==> config.mk <==
export PLATFORM = sky130hd
export DESIGN_NAME = output_spi
export DESIGN_NICKNAME = d
export VERILOG_FILES = /design/src/rtl/output_spi_pkg.sv /design/src/rtl/output_spi_clk_div.sv /design/src/rtl/output_spi.sv
export SDC_FILE = /design/constraint.sdc
export NUM_CORES = 1
export LEC_CHECK = 0
export ABC_AREA = 0
export CORE_UTILIZATION = 35
export CTS_CLUSTER_DIAMETER = 40
export DETAILED_ROUTE_END_ITERATION = 8
export DONT_BUFFER_PORTS = 1
export SLEW_MARGIN = 20
export SYNTH_ARGS = -nofsm -noshare
export SYNTH_HDL_FRONTEND = slang
export SYNTH_SLANG_ARGS = --single-unit
==> constraint.sdc <==
create_clock -name clk -period 4.13 [get_ports clk]
set_input_delay 0.826 -clock clk [delete_from_list [all_inputs] [get_ports clk]]
set_output_delay 0.826 -clock clk [all_outputs]
set_load 0.01 [all_outputs]
==> src/rtl/output_spi_pkg.sv <==
// Shared types and constants for the output_spi SPI master transmitter.
// Bit order is selected by the OUTPUT_SPI_LSB_FIRST_EN macro (see output_spi.sv).
package output_spi_pkg;

    typedef enum logic [1:0] {IDLE, SETUP, SHIFT, DONE} state_e;

    localparam int BITS_PER_FRAME = 8;

    function automatic int clog2(input int value);
        int w;
        w = 0;
        for (int v = value - 1; v > 0; v = v >> 1) begin
            w++;
        end
        return w;
    endfunction

    // A divide-by-1 still needs a one-bit counter to keep the port widths legal.
    function automatic int cnt_width(input int div);
        return (clog2(div) < 1) ? 1 : clog2(div);
    endfunction

endpackage

==> src/rtl/output_spi_clk_div.sv <==
// SCLK half-period divider: emits a one-cycle half_tick_o every CLK_DIV cycles.
// Held at zero while clear_i is high so every frame starts from a known phase.
module spi_clk_div
    import output_spi_pkg::*;
#(
    parameter int CLK_DIV = 2
) (
    input  logic clk_i,
    input  logic rst_i,
    input  logic clear_i,
    output logic half_tick_o
);

    localparam int CNT_W = cnt_width(CLK_DIV);
    localparam logic [CNT_W-1:0] LAST = CNT_W'(CLK_DIV - 1);

    logic [CNT_W-1:0] cnt_q;
    logic [CNT_W-1:0] cnt_d;

    always_comb begin
        half_tick_o = !clear_i && (cnt_q == LAST);
        cnt_d       = (cnt_q == LAST) ? '0 : cnt_q + 1'b1;
    end

    always_ff @(posedge clk_i) begin
        if (rst_i || clear_i) begin
            cnt_q <= '0;
        end else begin
            cnt_q <= cnt_d;
        end
    end

endmodule

==> src/rtl/output_spi.sv <==
// Byte-wide SPI mode-0 master transmitter driving ciphertext to an external slave.
// MSB first by default; define OUTPUT_SPI_LSB_FIRST_EN for LSB-first framing.
module output_spi
    import output_spi_pkg::*;
#(
    parameter int CLK_DIV = 2,
    parameter int DATA_W  = BITS_PER_FRAME
) (
    input  logic              clk,
    input  logic              rst,
    input  logic              en,
    input  logic [DATA_W-1:0] in,
    output logic              out,
    output logic              clk_out,
    output logic              en_out,
    output logic              sent,
    output state_e            state_dbg
);

    localparam int BC_W = $clog2(DATA_W + 1);
`ifdef OUTPUT_SPI_LSB_FIRST_EN
    localparam int LEAD = 0;
`else
    localparam int LEAD = DATA_W - 1;
`endif

    state_e            state_q;
    logic [DATA_W-1:0] sreg_q;
    logic [DATA_W-1:0] sreg_d;
    logic [BC_W-1:0]   bit_cnt_q;
    logic              out_q;
    logic              clk_out_q;
    logic              en_out_q;
    logic              sent_q;
    logic              half_tick;

    spi_clk_div #(.CLK_DIV(CLK_DIV)) u_clk_div (
        .clk_i       (clk),
        .rst_i       (rst),
        .clear_i     (state_q == IDLE),
        .half_tick_o (half_tick)
    );

    // The shift moves the next bit to send into the LEAD position.
    always_comb begin
`ifdef OUTPUT_SPI_LSB_FIRST_EN
        sreg_d = {1'b0, sreg_q[DATA_W-1:1]};
`else
        sreg_d = {sreg_q[DATA_W-2:0], 1'b0};
`endif
    end

    always_ff @(posedge clk) begin
        if (rst) begin
            state_q   <= IDLE;
            sreg_q    <= '0;
            bit_cnt_q <= '0;
            out_q     <= 1'b0;
            clk_out_q <= 1'b0;
            en_out_q  <= 1'b1;
            sent_q    <= 1'b0;
        end else begin
            sent_q <= 1'b0;
            case (state_q)
                IDLE: begin
                    en_out_q  <= 1'b1;
                    clk_out_q <= 1'b0;
                    out_q     <= 1'b0;
                    if (!en) begin
                        sreg_q    <= in;
                        out_q     <= in[LEAD];
                        en_out_q  <= 1'b0;
                        bit_cnt_q <= '0;
                        state_q   <= SETUP;
                    end
                end
                SETUP: begin
                    if (half_tick) state_q <= SHIFT;
                end
                SHIFT: begin
                    if (half_tick) begin
                        if (!clk_out_q) begin
                            clk_out_q <= 1'b1;
                            bit_cnt_q <= bit_cnt_q + 1'b1;
                        end else begin
                            clk_out_q <= 1'b0;
                            // Last falling edge closes the frame instead of shifting.
                            if (bit_cnt_q == BC_W'(DATA_W)) begin
                                state_q  <= DONE;
                                en_out_q <= 1'b1;
                                out_q    <= 1'b0;
                                sent_q   <= 1'b1;
                            end else begin
                                sreg_q <= sreg_d;
                                out_q  <= sreg_d[LEAD];
                            end
                        end
                    end
                end
                DONE: begin
                    if (half_tick) state_q <= IDLE;
                end
                default: state_q <= IDLE;
            endcase
        end
    end

    assign out       = out_q;
    assign clk_out   = clk_out_q;
    assign en_out    = en_out_q;
    assign sent      = sent_q;
    assign state_dbg = state_q;

endmodule

Yosys cells after proc, flatten, opt, wreduce, memory -nomap -nowiden
Index checks and enable logic that the tools add are counted.
{ "totals": {"reg_bits": 18, "latchBits": 0, "ramBits": 0, "mem_bits_ro": 0, "inputBits": 11, "out_inout_bits": 6, "elab_cells": 68, "n_memories": 0} }
{ "op_classes": {"addsub": 2, "multipliers": 0, "div_mod_pow": 0, "n_lt_le_gt_ge": 0, "n_eq_ne": 12, "shifts": 0, "muxes": 30, "bitwise": 3, "n_reduce_logical": 13} }
{ "op_table": {"columns": ["operator", "n"], "rows": [
  ["$mux 7", 4],
  ["$ne 2x2->1 const B", 8],
  ["$pmux 7 s2", 1],
  ["$mux 2", 6],
  ["$mux 4", 3],
  ["$mux 1", 11],
  ["$pmux 2 s4", 1],
  ["$pmux 4 s2", 1],
  ["$reduce_and 4->1", 2],
  ["$pmux 1 s2", 3],
  ["$reduce_and 6->1", 1],
  ["$reduce_and 5->1", 1],
  ["$add 4x1->4 const B", 1],
  ["$eq 2x2->1 const B", 2],
  ["$eq 4x4->1 const B", 1],
  ["$reduce_or 4->1", 1],
  ["$not 1->1", 3],
  ["$reduce_and 3->1", 1],
  ["$eq 2x1->1 const B", 1],
  ["$logic_not 2->1", 1],
  ["$reduce_and 2->1", 1],
  ["$reduce_bool 2->1", 1],
  ["$reduce_or 2->1", 1],
  ["$add 1x1->1 const B", 1],
  ["3 further kinds", 3]
]} }

Depth between registers and ports, before layout
Gate-level depths: netlist (run 1).
{ "logic_depth": {"word_depth": 5, "mapped_depth": 7, "mapped_depth_nobuf": 6} }

Hierarchy
From an unflattened synthesis (run 1), not the netlist that was laid out.
{ "unflattened": {"hier_cells": 103, "hier_area_um2": 1031.0} }
{ "modules_own_cells": {"columns": ["module", "instances", "cells_each", "area_per_inst_um2"], "rows": [
  ["output_spi", 1, 100, 994.7],
  ["spi_clk_div", 1, 3, 36.3]
]} }

Least setup slack after synthesis (run 1)
Ideal clock, no wire load.
{ "synth_path": {"path_type": "flip-flop to flip-flop", "start": "register state_q[0] (netlist: state_dbg[0])", "end": "register out_q (netlist: out)", "setup_time_ps": 79, "arrival_ps": 1609, "slack_ps": 2442, "stages_incl_launch_ff": 8, "path_cell_list": "dfxtp_1 inv_1 ha_1 nand2b_1 a21oi_4 buf_6 nor2_1 a211oi_2"} }
{ "synth_via": {"elab_chain_len": 5} }
{ "synth_lines": {"columns": ["element", "line_no", "text"], "rows": [
  ["start, declared", "output_spi.sv:27", "state_e state_q;"],
  ["start signal, assigned", "output_spi.sv:55", "state_q <= IDLE;"],
  ["start signal, assigned", "output_spi.sv:74", "state_q <= SETUP;"],
  ["start signal, assigned", "output_spi.sv:78", "if (half_tick) state_q <= SHIFT;"],
  ["$logic_not 2->1", "output_spi.sv:40, output_spi.sv:64", null],
  ["$logic_not 1->1", "output_spi_clk_div.sv:21", "half_tick_o = !clear_i && (cnt_q == LAST);"],
  ["$logic_and 1x1->1", "output_spi_clk_div.sv:21", null],
  ["$ne 2x2->1 (no source line)", null, null],
  ["$reduce_and 3->1 (no source line)", null, null],
  ["end signal, assigned", "output_spi.sv:71", "out_q <= in[LEAD];"],
  ["end signal, assigned", "output_spi.sv:95", "out_q <= sreg_d[LEAD];"],
  ["end, declared", "output_spi.sv:31", "logic out_q;"]
]} }
Parallel ways exist; a longest one is shown, timed or not.
A chain may end at the register's enable or synchronous reset.

Final worst setup path (run 1)
{ "layout_path": {"start": "register state_q[1] (netlist: state_dbg[1])", "end": "register sreg_q[2]"} }
{ "layout_via": {"elab_chain_len": 5} }
{ "layout_lines": {"columns": ["element", "line_no", "text"], "rows": [
  ["$logic_not 2->1", "output_spi.sv:40, output_spi.sv:64", null],
  ["$logic_not 1->1", "output_spi_clk_div.sv:21", null],
  ["$logic_and 1x1->1", "output_spi_clk_div.sv:21", null],
  ["$ne 2x2->1 (no source line)", null, null],
  ["$reduce_and 5->1 (no source line)", null, null],
  ["end signal, assigned", "output_spi.sv:70", "sreg_q <= in;"],
  ["end signal, assigned", "output_spi.sv:94", "sreg_q <= sreg_d;"],
  ["end, declared", "output_spi.sv:28", "logic [DATA_W-1:0] sreg_q;"]
]} }
Parallel ways exist; a longest one is shown, timed or not.

==> impl_metrics.toml, run 1 <==
[placement]
dp_cells = 128
portBuffers = 0
gp_congestion = 0.689
dp_slack_ns = 1.86
dp_hpwl_mm = 1.35

[grt]
grt_pass1_wl_mm = 3.26
grt-ovfl-total = 0
first_global_vias = 716
grt_usage_pct = 13.2
grt_max_degree = 20
antenna_found_initial = 0

[power_and_ir_drop]
pwr_density_cell_nw_per_um2 = 745
pwr-share-comb_pct = 50.0
power_frac_seq_pct = 35.8
switchingPower_w = 0.000330
swShare_pct = 42.4
power_frac_clock_pct = 14.1
intPower_w = 0.000449
p_leak_nw = 0.393
vdd_drop_max_v = 0.000471

[synth]
synth-adder-area-share_pct = 8.74
yosys.cell_types.count = 38
synth-simple-area-share_pct = 19.4
ys_warn_count = 0
ys.flop_type = "dfxtp_1"
netlist_instances = 102
synth-compound-area-share_pct = 21.3
synth_top_family_by_area = "compound AO/OA/AOI/OAI gates"
ys_async_sr_fraction_pct = 0
synth_xor_area_share_pct = 2.62
synth_mux_area_share_pct = 6.99
syn-num-nets = 120
synth_area_sq_um = 1000
avgSynthCellArea_sq_um = 9.83
ys_ff_latch = 18
synth-seq-area-share_pct = 36.0
synth_edf_count = 0

[timing]
finalCriticalPeriod_ns = 2.26
timing.setup.tns_ns = 0
skew_ns = 0.00275
maxSlewViolCount = 0
max_freq_mhz = 442
relSlewSlack_pct = 54.9
finalSetupViolCount = 0
rsz0062_at_grt = "no"
post-route-period-util_pct = 54.8
tightest_slew_ns = 0.677
finalHoldViolations = 0
finalWorstSetupSlack_ns = 1.87

[layout]
fin_cells = 132
num_antenna_cells = 0
final.fill_count = 278
utilization_pct = 38.3
drive_gt1_share_pct = 12.9
final_nets = 120
syn2layout_area_growth_pct = 4.37

[floorplanning]
start_util_pct = 36.7
die_w_um = 55.5
dieArea_sq_um = 3080
rows = 19
ios = 17
die_h_um = 55.5
core_sq_um = 2730

[worst_hold_path]
hold_class = "flop to flop"
min_from = "sreg_q[5]"
min_path_cells = 2
min_to = "sreg_q[5]"

[clocking]
numClockSinks = 18
hold_buffers = 0
clock_latency_ns = 0.30
clk_path_buf_depth = 2
post_cts_resized = 0
cts_tree = "built"
numCtsBuffers = 3
cts_setup_buffers = 0
cts.reportedPaths.clkPinSlew_ns = 0.10
htree_levels = 1
clockRootBuffer = "clkbuf_4"

[setup_path]
crit_chain = "ha_1 -> nand3b_4 -> a21oi_4 -> a21oi_1 -> a311oi_1"
endpoint_kind = "flop"
slowest_stage = "ha_1"
crit_required_ns = 4.34
rr_worst_depth = 5
reg2reg_from = "state_dbg[1]"
r2r-end = "sreg_q[2]"
crit_path_start_kind = "flop"
slowest_delay_ns = 0.65
critPathKind = "flop to flop"
critical_path_arrival_ns = 2.48
reg2reg_setup_slack_ns = 1.87
cp_max_fo = 19

[drt]
vias = 717
wl_per_cell_um = 13.9
final_antenna_net_count = 0
drt-vias-per-instance = 5.43
drcViolationCount = 0
drtIter0Drc = 13
firstDrtPassIters = 4
routed_wl_mm = 1.84

[run]
drv_cap = 0

[outcome]
status = "finished clean"
[through the flow]
stage | hold slack (ns) | area, sq um | total power (W)
after floorplan | 0.492 | 1000 | 0.000637
after global placement | 0.498 | 1010 | 0.000664
after detailed placement | 0.507 | 1010 | 0.000675
after CTS | 0.523 | 1050 | 0.000787
after global routing | 0.539 | 1050 | 0.000856
final | 0.521 | 1050 | 0.000779
[cell type report]
type | count | area, sq um | share of cell area (%)
multi-input cells | 74 | 592 | 56.6
flip-flops and latches | 18 | 360 | 34.4
well taps | 31 | 38.8 | 3.71
clock buffers | 4 | 36.3 | 3.47
inverters | 5 | 18.8 | 1.79
[synth_stat cells (2+ instances only)]
library cell / n / area share, %
dfxtp_1: 18 / 36
a21oi_1: 9 / 4.5
ha_1: 7 / 8.7
mux2i_1: 7 / 7.0
nor2_1: 7 / 2.6
a311oi_1: 6 / 5.2
inv_1: 5 / 1.9
nand2b_1: 4 / 2.5
nand2_1: 3 / 1.1
a21o_1: 2 / 1.5
clkbuf_1: 2 / 0.75
nand3b_4: 2 / 4.0
nor3_1: 2 / 1.0
o31ai_1: 2 / 1.5
or2_2: 2 / 1.2
xor2_1: 2 / 1.7
[routing by layer]
layer / GRT usage [%] / wire (um)
met1: 17.3 / 862
met2: 19.8 / 835
met3: 5.85 / 122
met4: 3.21 / 16
met5: 0 / 0
[worst max path at each step]
stage                       startpoint        end  slack, ns  cells past startpoint
after floorplan           state_dbg[0]        out       2.44                      7
after global placement    state_dbg[0]  sreg_q[1]       1.93                      6
after detailed placement  state_dbg[1]  sreg_q[2]       1.86                      5
after CTS                 state_dbg[0]  sreg_q[2]       1.85                      6
after global routing      state_dbg[0]  sreg_q[4]       1.58                      6
final                     state_dbg[1]  sreg_q[2]       1.87                      5
[worst max-delay path: cells and delay by family, from the launching register on]
| family | cells | cell delay [ns] |
|---|---|---|
| compound gates | 3 | 0.85 |
| simple gates | 1 | 0.18 |
| flops | 1 | 0.49 |
| fa+ha+maj | 1 | 0.65 |
[state kept, by name, summed over array words and instances (netlist names)]
register	flops
u_clk_div.cnt_q	1
state_dbg	2
sent	1
out	1
clk_out	1
en_out	1
sreg_q	7
bit_cnt_q	4
[kinds of logic (layout without fill, tap and decap cells)]
group | Yosys count | in the layout
xor+xnor | 3 | 3
buf+inv | 10 | 9
simple gates | 29 | 29
mux | 7 | 7
flops | 18 | 18
compound gates | 28 | 28
fa+ha+maj | 7 | 7
[layout by cell type (no fill, tap or decap), types with 2 or more instances in the layout]
cell	netlist	final
nand3b_4	2	2
clkbuf_4	0	3
mux2i_1	7	7
o31ai_1	2	2
xor2_1	2	2
nand2_1	3	3
ha_1	7	7
nor3_1	2	2
or2_2	2	2
a21oi_1	9	9
nor2_1	7	7
a311oi_1	6	6
inv_1	5	5
nand2b_1	4	4
dfxtp_1	18	18
a21o_1	2	2
[power by group through the flow]
stage | sequential [W] | combinational (W) | clock (W)
floorplan | 0.000273 | 0.000364 | 0
global placement | 0.000283 | 0.000382 | 0
detailed placement | 0.000285 | 0.000391 | 0
CTS | 0.000280 | 0.000394 | 0.000113
global route | 0.000288 | 0.000448 | 0.000120
finish | 0.000279 | 0.000390 | 0.000110
Note: power is estimated with default switching activity, not from simulation.
==> run 2, diff against run 1 <==
==> constraint.sdc (replaced) <==
create_clock -name clk -period 2.3 [get_ports clk]
set_input_delay 0.46 -clock clk [delete_from_list [all_inputs] [get_ports clk]]
set_output_delay 0.46 -clock clk [all_outputs]
set_load 0.01 [all_outputs]
==> run 2 against run 1 <==
  * Wire length rose by 0.49%
  * Clock power rose by 76%
  * Critical path depth is 1 higher
  * Fmax grew 11%
  * Core utilization grew 0.27 points
  * Via count is 0.14% lower
  * Clock-buffer cell count did not move
  * First-iteration DRC count down 38%
  * Design area is 0.72% higher
  * Global-route usage is 0.092 points higher
  * Critical endpoint unchanged
  * Cell count increased by 0.76%
  * Largest power group unchanged
==> impl_metrics.toml, run 2 (synthesized netlist as in run 1, its figures left out) <==
[outcome]
status = "finished clean"

[clocking]
cts_setup_buffers = 0
clock_latency_ns = 0.29
post_cts_resized = 0
clockRootBuffer = "clkbuf_4"
cts.reportedPaths.clkPinSlew_ns = 0.10
numClockSinks = 18
cts_tree = "built"
clk_path_buf_depth = 2
hold_buffers = 0
numCtsBuffers = 3
htree_levels = 1

[layout]
stdcell_area_sq_um = 1050
drive_gt1_share_pct = 13.7
final.fill_count = 283
syn2layout_area_growth_pct = 5.12
regMostFlops = "sreg_q"
final_nets = 121
largest_register_ffs = 7
final_cell_mix = "dfxtp_1 (18), a21oi_1 (9), nor2_1 (7), mux2i_1 (7), ha_1 (7)"
num_antenna_cells = 0
layout_commonest_cell = "dfxtp_1"

[grt]
grt_pass1_wl_mm = 3.24
grt_usage_pct = 13.3
grt_max_degree = 20
grt-ovfl-total = 0
antenna_found_initial = 0
first_global_vias = 667

[power_and_ir_drop]
switchingPower_w = 0.000593
vdd_drop_max_v = 0.000935
intPower_w = 0.000813
pwr_density_cell_nw_per_um2 = 1340
power_frac_seq_pct = 35.8
swShare_pct = 42.2
pwr-share-comb_pct = 50.4
power_frac_clock_pct = 13.8
p_leak_nw = 0.399

[setup_path]
path_delay_family = "compound AO/OA/AOI/OAI gates"
slowest_delay_ns = 0.46
endpoint_kind = "flop"
crit_path_start_kind = "flop"
cp_max_fo = 19
crit_required_ns = 2.50
critical_path_arrival_ns = 2.25
crit_chain = "inv_1 -> ha_1 -> nand2b_1 -> a21oi_4 -> a21oi_1 -> a311oi_1"
slowest_stage = "dfxtp_1"
cp_num_buf_inv = 1
critPathKind = "flop to flop"

[placement]
portBuffers = 0
dp_hpwl_mm = 1.37
gp_congestion = 0.778
placedInstanceArea_sq_um = 1020

[drt]
firstDrtPassIters = 3
wl_met2_um = 841
final_antenna_net_count = 0
routed_wl_mm = 1.85
wl_per_cell_um = 13.9
drt-vias-per-instance = 5.38
drtIter0Drc = 8
top_layer_used = "met4"
met1Wirelength_um = 867
vias = 716
dr_wl_met3_um = 118
drcViolationCount = 0

[timing]
skew_ns = 0.00258
max_freq_mhz = 488
finalSetupViolCount = 0
relSlewSlack_pct = 65.5
timing.setup.tns_ns = 0
post-route-period-util_pct = 89.1
finalHoldViolations = 0
maxSlewViolCount = 0
rsz0062_at_grt = "no"
tightest_slew_ns = 0.516
finalCriticalPeriod_ns = 2.05

[floorplanning]
ios = 17
rows = 19
die_h_um = 55.5
core_sq_um = 2730
die_w_um = 55.5
dieArea_sq_um = 3080
start_util_pct = 36.7

[run]
drv_cap = 0

[worst_hold_path]
hold_class = "primary input to flop"
## run 2: cell types whose count changed in the layout (fill, tap and decap cells not counted), sizes merged
cell  previous run  this run
buf              0         1
## run 2: per-layer routing
layer	vias to the layer above	global-route usage [%]
met1	324	18.2
met4	0	3.21
li1	376	-
met3	2	5.39
met2	14	19.4
met5	-	0
## run 2: worst register-to-register path: stages (launching register included)
cell and delay, ns:
dfxtp_1 0.46, inv_1 0.13, ha_1 0.31, nand2b_1 0.25, a21oi_4 0.43, a21oi_1 0.12
a311oi_1 0.27
## run 2: power groups by stage
stage	registers (W)	clock network [W]	logic, W
floorplan	0.000489	0	0.000654
global placement	0.000507	0	0.000688
CTS	0.000506	0.000206	0.000716
detailed placement	0.000512	0	0.000712
finish	0.000503	0.000194	0.000709
global route	0.000521	0.000213	0.000801
## run 2: path summary, 6_finish.rpt
check	startpoint	endpoint	slack [ns]	cells after the start
max reg2reg	state_dbg[0]	sreg_q[2]	0.25	6
min	rst	out	0.22	1
max	state_dbg[0]	sreg_q[2]	0.25	6
min reg2reg	sreg_q[6]	sreg_q[6]	0.52	2
## run 2: area by class of cell
class,instances,area [sq um],share of cell area (%)
Clock buffer,4,36.3,3.44
Sequential cell,18,360,34.2
Multi-Input combinational cell,74,592,56.2
Timing Repair Buffer,1,7.51,0.713
Inverter,5,18.8,1.78
Tap cell,31,38.8,3.68
## run 2: per-stage QoR
step,hold slack [ns],std cells,worst slack [ns],power (W),utilization [%]
final,0.218,133,0.252,0.00141,38.5
after global routing,0.202,133,0.0306,0.00154,38.5
after CTS,0.199,133,0.238,0.00143,38.5
after detailed placement,0.507,129,0.273,0.00122,37.2
after global placement,0.497,129,0.372,0.00120,37.2
after floorplan,0.492,102,0.612,0.00114,-
==> patch, RTL diff (config.mk and constraints of run 1) <==
The package constant `BITS_PER_FRAME` goes from 8 to 16.
--- a/src/rtl/output_spi_pkg.sv
+++ b/src/rtl/output_spi_pkg.sv
@@ -6,3 +6,3 @@
 
-    localparam int BITS_PER_FRAME = 8;
+    localparam int BITS_PER_FRAME = 16;
 
Ports: changed (resized in); port bits go from 17 to 25. No check against the original RTL was run, so the function may have changed too.
==> patch against run 1 <==
- largest power group is now sequential cells
- total power increased by 22%
- wire length increased by 35%
- die area increased by 34%
- combinational power increased by 1%
- count of clock-buffer cells in the layout decreased by 1
- synthesized area increased by 36%
- core utilization increased by 0.41 points
- sequential cell count increased by 9
- final area increased by 36%
- setup slack got worse by 0.10 ns
==> patch: results (changes against run 1) <==
INFO  metric synth-xor-area-share = 1.934% (-0.69 points)
INFO  metric max_slew_margin_vs_limit = 56.45% (+1.6 points)
INFO  metric yosysSeqAreaShare = 39.78% (+3.8 points)
INFO  metric timing.critical_path.slowest_stage_cell = sky130_fd_sc_hd__o21bai_4
INFO  metric filler_cells_inserted = 378 (+36%)
INFO  metric dp_hpwl = 1797 um (+33%)
INFO  metric p_leak = 0.4828 nW (+23%)
INFO  metric largest_reg_flops = 15 (+8)
INFO  metric drt_iter0_drc = 32 (+19)
INFO  metric synth.area.top_cells = sky130_fd_sc_hd__dfxtp_1 40%, sky130_fd_sc_hd__mux2i_1 12%, sky130_fd_sc_hd__a211oi_2 5.5%
INFO  metric wl_met1 = 1123 um (+30%)
INFO  metric dp_slack = 1.763 ns (-0.1005 ns)
INFO  metric peakVddDrop = 0.0002788 V (-41%)
INFO  metric final_nets = 162 (+35%)
INFO  metric status = finished, final reports clean
INFO  metric highest_net_fanout_along_the_worst_path = 28 (+9)
INFO  metric worst-endpoint-arrival = 2.56 ns (+0.08 ns)
INFO  metric muxShareOfSynthArea = 11.79% (+4.8 points)
INFO  metric post_synth_fa_ha_maj_area_fraction = 5.525% (-3.2 points)
INFO  metric synth_cell_types = 31 (-18%)
INFO  metric detailroute.via_count = 988 (+38%)
INFO  metric post_drt_wl_per_cell = 13.46 um (-3.3%)
INFO  metric global_route.usage.total = 13.22% (+0.042 points)
INFO  metric first_global_vias = 956 (+34%)
INFO  metric layout-drive-gt1-share = 11.03% (-1.8 points)
INFO  metric placement.cell_area = 1378 sq um (+36%)
INFO  metric grt_max_degree = 29 (+45%)
INFO  metric synth.cells.most_frequent = 27 x sky130_fd_sc_hd__dfxtp_1, 20 x sky130_fd_sc_hd__nor2_1, 16 x sky130_fd_sc_hd__mux2i_1, 9 x sky130_fd_sc_hd__a211oi_1
INFO  metric clk_root_buffer_cell = sky130_fd_sc_hd__clkbuf_8
INFO  metric postSynth.asyncResetShare = 0% (unchanged)
INFO  metric first_pass_grt_wire_length = 4284 um (+32%)
INFO  metric cp_slowest_stage_delay = 0.63 ns (-0.02 ns)
INFO  metric synth-compound-area-share = 18.51% (-2.8 points)
[patch: cell types whose count changed after synthesis, moves of 5 or more]
cell                       delta
sky130_fd_sc_hd__a211oi_1     +9
sky130_fd_sc_hd__a211oi_2     +5
sky130_fd_sc_hd__a311oi_1     -6
sky130_fd_sc_hd__dfxtp_1      +9
sky130_fd_sc_hd__mux2i_1      +9
sky130_fd_sc_hd__nor2_1      +13
[patch: report_power, final]
part	internal, mW	switching (mW)
combinational	0.176	0.218
clock	0.0685	0.0857
sequential	0.338	0.0602
[patch: worst paths after layout]
check / start / to / slack, ns / depth (start not counted)
min: sreg_q[7]$_SDFFE_PP0P_ / sreg_q[7]$_SDFFE_PP0P_ / 0.50 / 2
max: state_dbg[1]$_SDFFE_PP0P_ / sreg_q[4]$_SDFFE_PP0P_ / 1.77 / 6
min reg2reg: sreg_q[7]$_SDFFE_PP0P_ / sreg_q[7]$_SDFFE_PP0P_ / 0.50 / 2
max reg2reg: state_dbg[1]$_SDFFE_PP0P_ / sreg_q[4]$_SDFFE_PP0P_ / 1.77 / 6
[patch: worst min-delay path, stage by stage, from the launching register on]
cell and delay (ns):
sky130_fd_sc_hd__dfxtp_1 0.32, sky130_fd_sc_hd__nor2_1 0.09, sky130_fd_sc_hd__a211oi_1 0.05
[patch: final cells by class]
| cell class | instances | area [sq um] | share of cell area [%] |
|---|---|---|---|
| well taps | 48 | 60.06 | 4.211 |
| inverters | 5 | 18.77 | 1.316 |
| flip-flops and latches | 27 | 540.5 | 37.89 |
| repair buffers | 1 | 7.507 | 0.5263 |
| clock inverters | 1 | 7.507 | 0.5263 |
| clock buffers | 3 | 41.29 | 2.895 |
| multi-input cells | 99 | 750.7 | 52.63 |
[patch: kinds of logic (layout without fill, tap and decap cells)]
group           count (synthesis)  count (layout)
buf+inv                        13              10
compound gates                 30              30
xor+xnor                        3               3
simple gates                   44              44
fa+ha+maj                       6               6
mux                            16              16
flops                          27              27
[patch: metal layers]
layer  global-route usage [%]  up-vias
met1                    16.01      468
met3                    4.286        4
met2                    21.58       24
met5                        0        -
li1                         -      492
met4                    5.000        0
